[src/rtl/vend_controller.sv]
// Multi-product vending controller: nickel credit accumulator,
// per-product pricing, refund and greedy coin-by-coin change.
module vend_controller #(
  parameter int NUM_PRODUCTS = 4,
  parameter int CREDIT_W     = 5,
  parameter int MAX_CREDIT   = 20,
  parameter logic [NUM_PRODUCTS*CREDIT_W-1:0] PRICES =
    {5'd8, 5'd7, 5'd6, 5'd5}
) (
  input  logic                    clock,
  input  logic                    reset_n,
  input  logic [2:0]              sensor,
  input  logic [NUM_PRODUCTS-1:0] product_sel,
  input  logic                    cancel,
  input  logic                    change_ack,
  output logic [CREDIT_W-1:0]     credit,
  output logic                    release_soda,
  output logic [NUM_PRODUCTS-1:0] vend_product,
  output logic                    change_valid,
  output logic [2:0]              change_coin,
  output logic                    coin_reject,
  output logic                    short_funds,
  output logic                    busy
);

  typedef enum logic [1:0] {
    COLLECT,
    VEND,
    CHANGE
  } state_t;

  state_t state_q, state_d;

  logic [CREDIT_W-1:0]     credit_q, credit_d;
  logic [CREDIT_W-1:0]     remain_q, remain_d;
  logic [NUM_PRODUCTS-1:0] prod_q, prod_d;
  logic rel_q, rel_d;
  logic rej_q, rej_d;
  logic short_q, short_d;

  logic                sel_one;
  logic                coin_one;
  logic [CREDIT_W-1:0] price;
  logic [CREDIT_W-1:0] coin_val;
  logic [CREDIT_W:0]   sum;
  logic [2:0]          chg_coin;
  logic [CREDIT_W-1:0] chg_val;

  always_comb begin
    sel_one  = $onehot(product_sel);
    coin_one = $onehot(sensor);
    price    = '0;
    for (int i = 0; i < NUM_PRODUCTS; i++) begin
      if (product_sel[i]) begin
        price = PRICES[i*CREDIT_W +: CREDIT_W];
      end
    end
    case (sensor)
      3'b001:  coin_val = CREDIT_W'(5);
      3'b010:  coin_val = CREDIT_W'(2);
      3'b100:  coin_val = CREDIT_W'(1);
      default: coin_val = '0;
    endcase
    sum = {1'b0, credit_q} + {1'b0, coin_val};
    // Greedy pick on the registered remainder
    if (remain_q >= CREDIT_W'(5)) begin
      chg_coin = 3'b001;
      chg_val  = CREDIT_W'(5);
    end else if (remain_q >= CREDIT_W'(2)) begin
      chg_coin = 3'b010;
      chg_val  = CREDIT_W'(2);
    end else begin
      chg_coin = 3'b100;
      chg_val  = CREDIT_W'(1);
    end
  end

  assign change_valid = (state_q == CHANGE) &&
                        (remain_q != '0);
  assign change_coin  = change_valid ? chg_coin : 3'b000;
  assign credit       = credit_q;
  assign release_soda = rel_q;
  assign vend_product = rel_q ? prod_q : '0;
  assign coin_reject  = rej_q;
  assign short_funds  = short_q;
  assign busy         = (state_q != COLLECT);

  always_comb begin
    state_d  = state_q;
    credit_d = credit_q;
    remain_d = remain_q;
    prod_d   = prod_q;
    rel_d    = 1'b0;
    rej_d    = 1'b0;
    short_d  = 1'b0;
    unique case (state_q)
      COLLECT: begin
        if (cancel && (credit_q != '0)) begin
          remain_d = credit_q;
          credit_d = '0;
          state_d  = CHANGE;
          rej_d    = |sensor;
        end else if (sel_one && (credit_q >= price)) begin
          prod_d   = product_sel;
          remain_d = credit_q - price;
          credit_d = '0;
          state_d  = VEND;
          rel_d    = 1'b1;
          rej_d    = |sensor;
        end else begin
          short_d = sel_one;
          if (coin_one &&
              (sum <= (CREDIT_W+1)'(MAX_CREDIT))) begin
            credit_d = sum[CREDIT_W-1:0];
          end else begin
            rej_d = |sensor;
          end
        end
      end
      VEND: begin
        rej_d   = |sensor;
        state_d = (remain_q != '0) ? CHANGE : COLLECT;
      end
      CHANGE: begin
        rej_d = |sensor;
        if (change_ack && change_valid) begin
          remain_d = remain_q - chg_val;
          if (remain_q == chg_val) begin
            state_d = COLLECT;
          end
        end else if (remain_q == '0) begin
          state_d = COLLECT;
        end
      end
      default: begin
        state_d = COLLECT;
      end
    endcase
  end

  always_ff @(posedge clock or negedge reset_n) begin
    if (!reset_n) begin
      state_q  <= COLLECT;
      credit_q <= '0;
      remain_q <= '0;
      prod_q   <= '0;
      rel_q    <= 1'b0;
      rej_q    <= 1'b0;
      short_q  <= 1'b0;
    end else begin
      state_q  <= state_d;
      credit_q <= credit_d;
      remain_q <= remain_d;
      prod_q   <= prod_d;
      rel_q    <= rel_d;
      rej_q    <= rej_d;
      short_q  <= short_d;
    end
  end

endmodule

[config.mk]
export PLATFORM = sky130hd
export DESIGN_NAME = vend_controller
export DESIGN_NICKNAME = d
export VERILOG_FILES = /design/src/rtl/vend_controller.sv
export SDC_FILE = /design/constraint.sdc
export NUM_CORES = 1
export LEC_CHECK = 0
export ABC_AREA = 1
export CORE_ASPECT_RATIO = 0.7
export CORE_MARGIN = 1
export CORE_UTILIZATION = 40
export DETAILED_ROUTE_END_ITERATION = 8
export GPL_TIMING_DRIVEN = 1
export PLACE_DENSITY = 0.67
export SKIP_LAST_GASP = 1
export SLEW_MARGIN = 20
export SYNTH_ARGS = -nofsm -noshare
export SYNTH_HDL_FRONTEND = slang
export SYNTH_SLANG_ARGS = --single-unit
[constraint.sdc]
create_clock -name clock -period 2.97 [get_ports clock]
set_clock_uncertainty 0.1 [all_clocks]
set_input_delay 0.891 -clock clock [delete_from_list [all_inputs] [get_ports clock]]
set_output_delay 0.891 -clock clock [all_outputs]
set_load 0.005 [all_outputs]
Yosys cells after proc, flatten, opt, wreduce, memory -nomap -nowiden. Cells that the tools add are included.

Register bits after elaboration: 19. Latch bits: 0. RAM bits: 0. ROM bits: 0. Input bits: 11. Output and inout port bits: 17. Word-level logic and storage cells: 85. Memories: 0.

$add $sub $neg: 8. Multiply operators: 0. Div/mod/pow operators: 0. Magnitude comparators: 4. Equality and inequality tests: 12. Shifts and indexed selects: 0. Multiplexer cells: 35. Bitwise operators: 1. Reduce and logical (&&, ||, !) cells: 18.

Operator list (count): 5-bit two-way mux (8); 3-bit two-way mux (6); 2-bit two-way mux (7); 5-bit case mux with 2 select lines (1); 5-bit nonzero test (2); 5-bit subtractor (2); 1-bit two-way mux (9); 3-bit case mux with 3 select lines (1); 3-bit AND reduction (3); 1-bit by 1-bit adder with 2-bit output (3); 5-bit by 5-bit adder with 6-bit output (1); 3-bit by 1-bit equality test with 1-bit output, second input constant (2); 6-bit by 5-bit less-or-equal comparator with 1-bit output, second input constant (1); 2-bit case mux with 3 select lines (1); 5-bit equality test (1); 5-bit by 2-bit greater-or-equal comparator with 1-bit output, second input constant (1); 5-bit by 3-bit greater-or-equal comparator with 1-bit output, second input constant (1); 5-bit greater-or-equal comparator (1); 1-bit logical AND (5); 5-bit zero test (1); 2-bit by 1-bit equality test with 1-bit output, second input constant (2); 4-bit two-way mux (1); 2-bit nonzero test (2); 2-bit by 2-bit adder with 3-bit output (1); other kinds (15) (15).

Depth between registers and ports, before layout. Gate-level depths: netlist of run 1.

Depth in word-level cells: 9. Mapped depth: 16.

Least setup slack after synthesis of run 1. Ideal clock, no wire load.

Path type: input port to flip-flop. Start point: input product_sel[0]. End point: register remain_q[2]. Setup time: 0.074 ns. Arrival: 2.765 ns. Path slack: 0.031 ns. Stages: 12. Buffers on the path: 0. Path through: inv_1 > fa_1 > inv_1 > ha_1 > ha_1 > nor3b_2 > nand2_4 > nand2_4 > nand2_4 > inv_6 > nand2_1 > o21ai_2.

Longest elaborated chain between the ends: 8. Elaborated cells between the ends (all ways): 15. Classes of those cells: add/sub: 3; order compare: 1; eq/ne: 2; mux: 7; reduce/logical: 2.

RTL lines: from (decl) (RTL line 13) `input logic [NUM_PRODUCTS-1:0] product_sel,`; 3-bit two-way mux (2 in series) (RTL line 54) `if (product_sel[i]) begin`; 5-bit two-way mux (2 in series) (RTL line 54); 5-bit subtractor or 5-bit greater-or-equal comparator (tied branches) (RTL line 105, 103); 5-bit two-way mux or 1-bit logical AND (tied branches) (RTL line 103) `end else if (sel_one && (credit_q >= price)) begin`; 5-bit two-way mux or 3-bit inequality test (tied branches); 5-bit case mux with 2 select lines or 3-bit AND reduction (tied branches); to (signal assigned) (RTL line 153) `remain_q <= remain_d;`; to (decl) (RTL line 35) `logic [CREDIT_W-1:0] remain_q, remain_d;`.

Several ways; a longest one is shown, not always the timed one. The select of a mux whose other input is x is not followed. A chain may end at the register's enable or synchronous reset.

Final worst setup path of run 1.
Start point: input product_sel[1]. End point: register credit_q[4] (netlist: credit[4]).

Longest elaborated chain between the ends: 7. Elaborated cells between the ends (all ways): 12. Classes of those cells: add/sub: 2; order compare: 1; eq/ne: 1; mux: 5; reduce/logical: 3.

RTL lines: 3-bit two-way mux (RTL line 54); 5-bit two-way mux (2 in series) (RTL line 54); 5-bit greater-or-equal comparator (RTL line 103); 1-bit logical AND (*) (RTL line 103); 3-bit nonzero test (no source line) or 5-bit two-way mux (tied branches); 2-bit AND reduction (no source line) or 5-bit two-way mux (tied branches); to (signal assigned) (RTL line 152) `credit_q <= credit_d;`; to (decl) (RTL line 34) `logic [CREDIT_W-1:0] credit_q, credit_d;`.

Mark *: on every way between the ends. The rest lies on a longest branch, timed or not.

==> results of run 1 <==
==> critical path, stage by stage <==
cell             delay (ns)
clkdlybuf4s15_1        0.19
inv_2                  0.05
buf_4                  0.14
ha_1                   0.17
inv_1                  0.05
o21ai_1                0.05
ha_1                   0.36
a21oi_2                0.19
nand2_1                0.10
nand2_2                0.11
nand2_4                0.09
a21oi_4                0.19
inv_2                  0.06
nor2_4                 0.16
nand3_2                0.08
nand2_1                0.08
==> what timing repair did <==
item                                    CTS  global route
buffers inserted                          6             1
endpoints found under the setup margin   17            14
pin swaps                                15            15
gates resized for setup                  26            23
==> power breakdown <==
part / switching [uW] / internal (uW) / total [uW]
Sequential: 109 / 366 / 475
Combinational: 929 / 713 / 1640
Clock: 99.4 / 94.8 / 194
==> flip-flops by register name, summed over array words and instances, names as in the netlist <==
name and flops:
short_funds 1, remain_q 5, credit 5, state_q 2, coin_reject 1, prod_q 4
release_soda 1
==> cells in the final DEF (no fill, tap or decap), types with 6 or more instances in the layout <==
master / instances
inv_2: 9
nand2_2: 7
nand3_1: 8
o21ai_0: 11
nand3_2: 6
inv_1: 30
clkdlybuf4s50_1: 21
ha_1: 16
nand2_1: 52
buf_4: 33
nand2_4: 6
dfrtp_1: 19
nor2_1: 16
==> through the flow <==
step	setup TNS, ns	total power (uW)	cell area (um2)	cells	worst slack (ns)
final	0	2310	2520	349	0.0975
after CTS	0	2240	2460	348	0.0428
after detailed placement	-8.12	1930	2300	338	-0.541
after floorplan	0	1460	1790	235	0.0312
after global placement	-7.53	1900	2300	338	-0.477
after global routing	-0.265	2540	2520	349	-0.0703
==> worst max path at each step <==
stage | end | start | cells after the start
after global placement | coin_reject | sensor[0] | 15
final | credit[4] | product_sel[1] | 16
after floorplan | remain_q[2] | product_sel[0] | 12
after global routing | credit[2] | product_sel[1] | 16
after CTS | busy | state_q[1] | 4
after detailed placement | coin_reject | sensor[0] | 15
==> synth_stat cells (all sizes together) (3+ instances only) <==
| library cell | number | area share [%] |
|---|---|---|
| nand2 | 66 | 16 |
| inv | 40 | 8.7 |
| nor2 | 22 | 6.8 |
| o21ai | 20 | 6.4 |
| dfrtp | 19 | 27 |
| ha | 18 | 13 |
| nand3 | 14 | 4.8 |
| a21oi | 11 | 3.9 |
| fa | 5 | 5.6 |
| buf | 3 | 1.3 |
| nor3 | 3 | 0.84 |
==> final cells by class <==
| class | instances | area [um2] | share of cell area [%] |
|---|---|---|---|
| Tap cell | 52 | 65.1 | 2.58 |
| Inverter | 40 | 155 | 6.16 |
| Multi-Input combinational cell | 173 | 1260 | 49.9 |
| Sequential cell | 19 | 475 | 18.9 |
| Timing Repair Buffer | 61 | 518 | 20.6 |
| Clock inverter | 1 | 7.51 | 0.298 |
| Clock buffer | 3 | 41.3 | 1.64 |
==> kinds of logic after synthesis <==
family | count (synthesis) | synth area share, %
and+or+nand+nor | 110 | 30.8
buffers and inverters | 43 | 10.0
AOI/OAI and AO/OA | 37 | 12.8
xor gates and xnor gates | 3 | 1.47
adders and majority gates | 23 | 18.2
DFF | 19 | 26.6
==> metal layers <==
| metal | vias to the layer above | global-route usage [%] | wire length (um) |
|---|---|---|---|
| li1 | 871 | - | - |
| met1 | 784 | 30.9 | 2220 |
| met2 | 38 | 33.3 | 1940 |
| met3 | 4 | 3.94 | 222 |
| met4 | 0 | 2.01 | 25 |
| met5 | - | 0 | 0 |
==> metrics.md, run 1 <==
| Metric | Value |
|---|---|
| Status | completed |
| DRT antenna net count | 0 |
| Initial Utilization | 43.7% |
| Hold Path Stages | 2 |
| Post-Syn Area per Cell | 7.60 um2 |
| Arrival @ worst endpoint | 2.98 ns |
| CTS Buf Count | 3 |
| Port Buf Inserts | 27 |
| Largest net degree at the start of global routing | 20 |
| R2r startpoint | remain_q[3] |
| Crit path kind | in2reg |
| Tcrit/Tclk final | 96.7% |
| Placeable Area | 4090 um2 |
| Sequential element share of the synthesized area | 26.6% |
| Layout cells sized above 1 | 31.6% |
| Drc violations | 0 |
| Cell Rows | 19 |
| Final GP Congestion | 0.827 |
| Die H | 57.9 um |
| WHS | 0.411 ns |
| Worst R2R End | remain_q[4] |
| N_diodes | 0 |
| Vias in the first global route | 1,652 |
| Finished Core Util | 61.6% |
| Via Count | 1,697 |
| Clock root buffer | clkbuf_8 |
| Flop-to-flop setup slack | 0.62 ns |
| GRT overflow | 0 |
| Gate Count Post-Synth | 235 |
| Min-Delay Startpoint | prod_q[2] |
| Seq cells post-synth | 19 |
| Slew margin rel. | 73.0% |
| DR iter-0 viols | 69 |
| Die footprint | 4740 um2 |
| RSZ-0062 raised after global routing | true |
| Required @ worst endpoint | 3.08 ns |
| Avg WL per Cell | 12.6 um |
| Min cycle time layout | 2.87 ns |
| First-pass iteration count of the detailed router | 4 |
| Worst-skew pair later-pin latency | 0.26 ns |
| Mapped Area | 1790 um2 |
| EDFF count, synth | 0 |
| Final Net Count | 332 |
| Clock Sinks | 19 |
| Final Hold Viols | 0 |
| Syn nets | 269 |
| Hold EP | prod_q[2] |
| Routed WL | 4410 um |
| Die width | 81.9 um |
| PD cells | 917 nW/um2 |
| Predominant post-synthesis flop cell | dfrtp_1 |
| Slew @ Worst Pin | 0.404 ns |
| Fmax achieved | 348 MHz |
| Antenna violations before repair | 0 |
| Synth async-reset ratio | 100% |
| TritonCTS clock tree | done |
| Worst Reg-to-Reg Cells | 13 |
| Clock buffer depth | 2 |
| Synth warn | 0 |
| Setup crit end kind | flip-flop |
| Peak supply drop | 0.579 mV |
| Post-DR vias/cell | 4.86 |
| Critical Path Start Type | input port |
| Fin. max-slew vios | 0 |
| Overall Global Routing Usage | 21.1% |
| H-tree depth | 1 |
| Hpwl dp | 3280 um |
| Distinct cells, synth | 34 |
| # IOs | 28 |
| Crit path max fanout | 5 |
| CTS clk-pin slew, worst paths | 0.08 ns |
| Final setup violating endpoints | 0 |
| Number of max-cap violations | 0 |
| First-pass GRT wire length | 7580 um |
| Fill cell count | 386 |
| CTS Hold Buffers Added | 0 |
| Worst hold path type | reg2reg |
| Synth-to-layout area growth | 41.1% |
| LEAKAGE | 0.00131 uW |
No activity file was read; power rests on OpenSTA's default activity.
==> run 2, diff against run 1 <==
CTS_BUF_LIST = sky130_fd_sc_hd__clkbuf_4   (was unset)
PLACE_DENSITY = 0.7   (was 0.67)
clock period = 2.6 ns   (was 2.97 ns; I/O delays follow)
==> run 2 against run 1 <==
Against the previous run: clock-buffer cell count stayed put; worst hold slack better by 0.021 ns; register-to-register slack worse by 0.23 ns; highest routed layer unchanged; clock power is 11% lower; flip-flop and latch count stayed put; non-clock buffer count is 17 higher; routed wire length is 4.9% higher; setup slack worse by 0.029 ns.
==> metrics.md, run 2 (synthesis results as in run 1) <==
| Metric | Value |
|---|---|
| Status | completed |
| PD cells | 1030 nW/um2 (+12%) |
| Tcrit/Tclk final | 97.3% |
| Placeable Area | 4090 um2 (unchanged) |
| Post-route cell area | 2660 um2 (+5.7%) |
| Placed insts | 340 (+0.59%) |
| Antenna violations before repair | 0 (unchanged) |
| Fin. max-slew vios | 0 (unchanged) |
| Required @ worst endpoint | 2.78 ns (-0.30 ns) |
| H-tree depth | 1 (unchanged) |
| GRT overflow | 0 (unchanged) |
| Largest net degree at the start of global routing | 20 (unchanged) |
| Worst Reg-to-Reg Cells | 13 (unchanged) |
| Hold EP | prod_q[1] |
| Most frequent cells in the layout | 52 x nand2_1, 51 x buf_4, 27 x inv_1, 19 x dfrtp_1, 16 x clkdlybuf4s50_1 |
| CTS Hold Buffers Added | 0 (unchanged) |
| Pre-CTS setup slack | -0.719 ns (-0.178 ns) |
| DRT antenna net count | 0 (unchanged) |
| Vias in the first global route | 1,668 (+0.97%) |
| Worst R2R End | remain_q[4] |
| Final Hold Viols | 0 (unchanged) |
| Slew margin rel. | 71.6% (-1.4 points) |
| CTS Buf Count | 3 (unchanged) |
| Post-DR vias/cell | 4.82 (-0.88%) |
| Initial Utilization | 43.7% (unchanged) |
| Fmax achieved | 395 MHz |
| Worst-skew pair later-pin latency | 0.32 ns (+0.06 ns) |
| Drc violations | 0 (unchanged) |
| Leading cell type in the layout, fill and taps excluded | nand2_1 |
| TritonCTS clock tree | done |
| Die width | 81.9 um (unchanged) |
| Clock buffer depth | 2 (unchanged) |
| Crit path max fanout | 5 (unchanged) |
| Worst setup margin | 0.0690 ns (-0.0285 ns) |
| Hpwl dp | 3330 um (+1.5%) |
| Die footprint | 4740 um2 (unchanged) |
| Synth-to-layout area growth | 49.1% |
| R2r startpoint | remain_q[4] |
| Hold Path Stages | 2 (unchanged) |
| Flop-to-flop setup slack | 0.39 ns (-0.23 ns) |
| Number of max-cap violations | 0 (unchanged) |
| Cell Rows | 19 (unchanged) |
| Peak supply drop | 0.600 mV (+3.6%) |
| Final Non-Filler Cells | 366 (+4.9%) |
| Port Buf Inserts | 27 (unchanged) |
| Avg WL per Cell | 12.6 um (about the same) |
| Slew @ Worst Pin | 0.426 ns (+0.0215 ns) |
| LEAKAGE | 0.00146 uW (+11%) |
| Crit path kind | in2reg |
| Setup crit end kind | flip-flop |
| First-pass iteration count of the detailed router | 4 (unchanged) |
| Arrival @ worst endpoint | 2.71 ns (-0.27 ns) |
| Overall Global Routing Usage | 20.7% (-0.32 points) |
| Via Count | 1,764 (+3.9%) |
| Dpl cell area | 2340 um2 (+1.8%) |
| Die H | 57.9 um (unchanged) |
| # IOs | 28 (unchanged) |
| CTS clk-pin slew, worst paths | 0.14 ns (+0.06 ns) |
| Clock root buffer | clkbuf_4 |
| Min cycle time layout | 2.53 ns |
| Routed WL | 4620 um (+4.9%) |
| Setup tns final | 0 ns (unchanged) |
| Final Net Count | 349 (+5.1%) |
| DR iter-0 viols | 88 (+28%) |
| Worst hold path type | reg2reg |
| Critical Path Start Type | input port |
| Final GP Congestion | 0.863 (+4.3%) |
| Layout cells sized above 1 | 40.8% (+9.1 points) |
| Final Total Pwr | 2740 uW (+18%) |
| Final setup violating endpoints | 0 (unchanged) |
| First-pass GRT wire length | 7510 um (-1.0%) |
| N_diodes | 0 (unchanged) |
| Clock Sinks | 19 (unchanged) |
| Min-Delay Startpoint | prod_q[1] |
run 2: changes by cell type in the layout (fill, tap and decap cells not counted), moves of 4 or more:
cell and delta:
buf_4 +18, dlymetal6s2s_1 +4, ha_1 -4, clkdlybuf4s50_1 -5
run 2: worst max-delay path by stage:
stage,start,endpoint,slack [ns]
floorplan,product_sel[1],remain_q[2],-0.05
global placement,sensor[0],credit[3],-0.64
detailed placement,sensor[0],credit[2],-0.72
CTS,product_sel[2],remain_q[2],0.0008
global route,product_sel[1],credit[3],-0.06
finish,product_sel[3],credit[3],0.07
run 2: layer usage:
layer	share of wire [%]	global-route usage (%)	vias to the layer above	wire (um)
li1	-	-	916	-
met1	50	31.0	818	2310
met2	46	32.1	28	2140
met3	3.5	3.78	2	160
met4	0.48	2.26	0	22
met5	0	0	-	0
run 2: per-stage QoR:
| step | util [%] | hold slack (ns) |
|---|---|---|
| global route | 65.1 | 0.472 |
| CTS | 61.5 | 0.437 |
| detailed placement | 57.3 | 0.405 |
| floorplan | - | 0.365 |
| finish | 65.1 | 0.432 |
| global placement | 57.3 | 0.399 |
run 2: worst max-delay path, stage by stage:
cell and delay [ns]:
buf_2 0.09, inv_2 0.05, fa_1 0.53, inv_1 0.05, ha_2 0.17, ha_4 0.27, nor3b_4 0.05, buf_6 0.12
a21oi_4 0.18, inv_2 0.06, nor2_4 0.18, nand3b_1 0.10, nand2_1 0.07
run 2: area by class of cell:
type | count | area (um2)
fillers | 362 | 1430
multi-input cells | 173 | 1280
repair buffers | 78 | 651
flip-flops and latches | 19 | 475
inverters | 40 | 158
well taps | 52 | 65.1
clock buffers | 3 | 22.5
clock inverters | 1 | 7.51
run 2: power breakdown:
group | internal (uW) | switching (uW)
clock | 58.8 | 115
sequential | 418 | 103
combinational | 925 | 1120
total | 1400 | 1340
run 2: what timing repair did:
| item | 4_1_cts | 5_1_grt |
|---|---|---|
| buffers inserted | 14 | 8 |
| gates cloned | 0 | 0 |
| setup endpoints to repair | 21 | 20 |
| gates resized for setup | 44 | 32 |
| pin swaps | 18 | 25 |
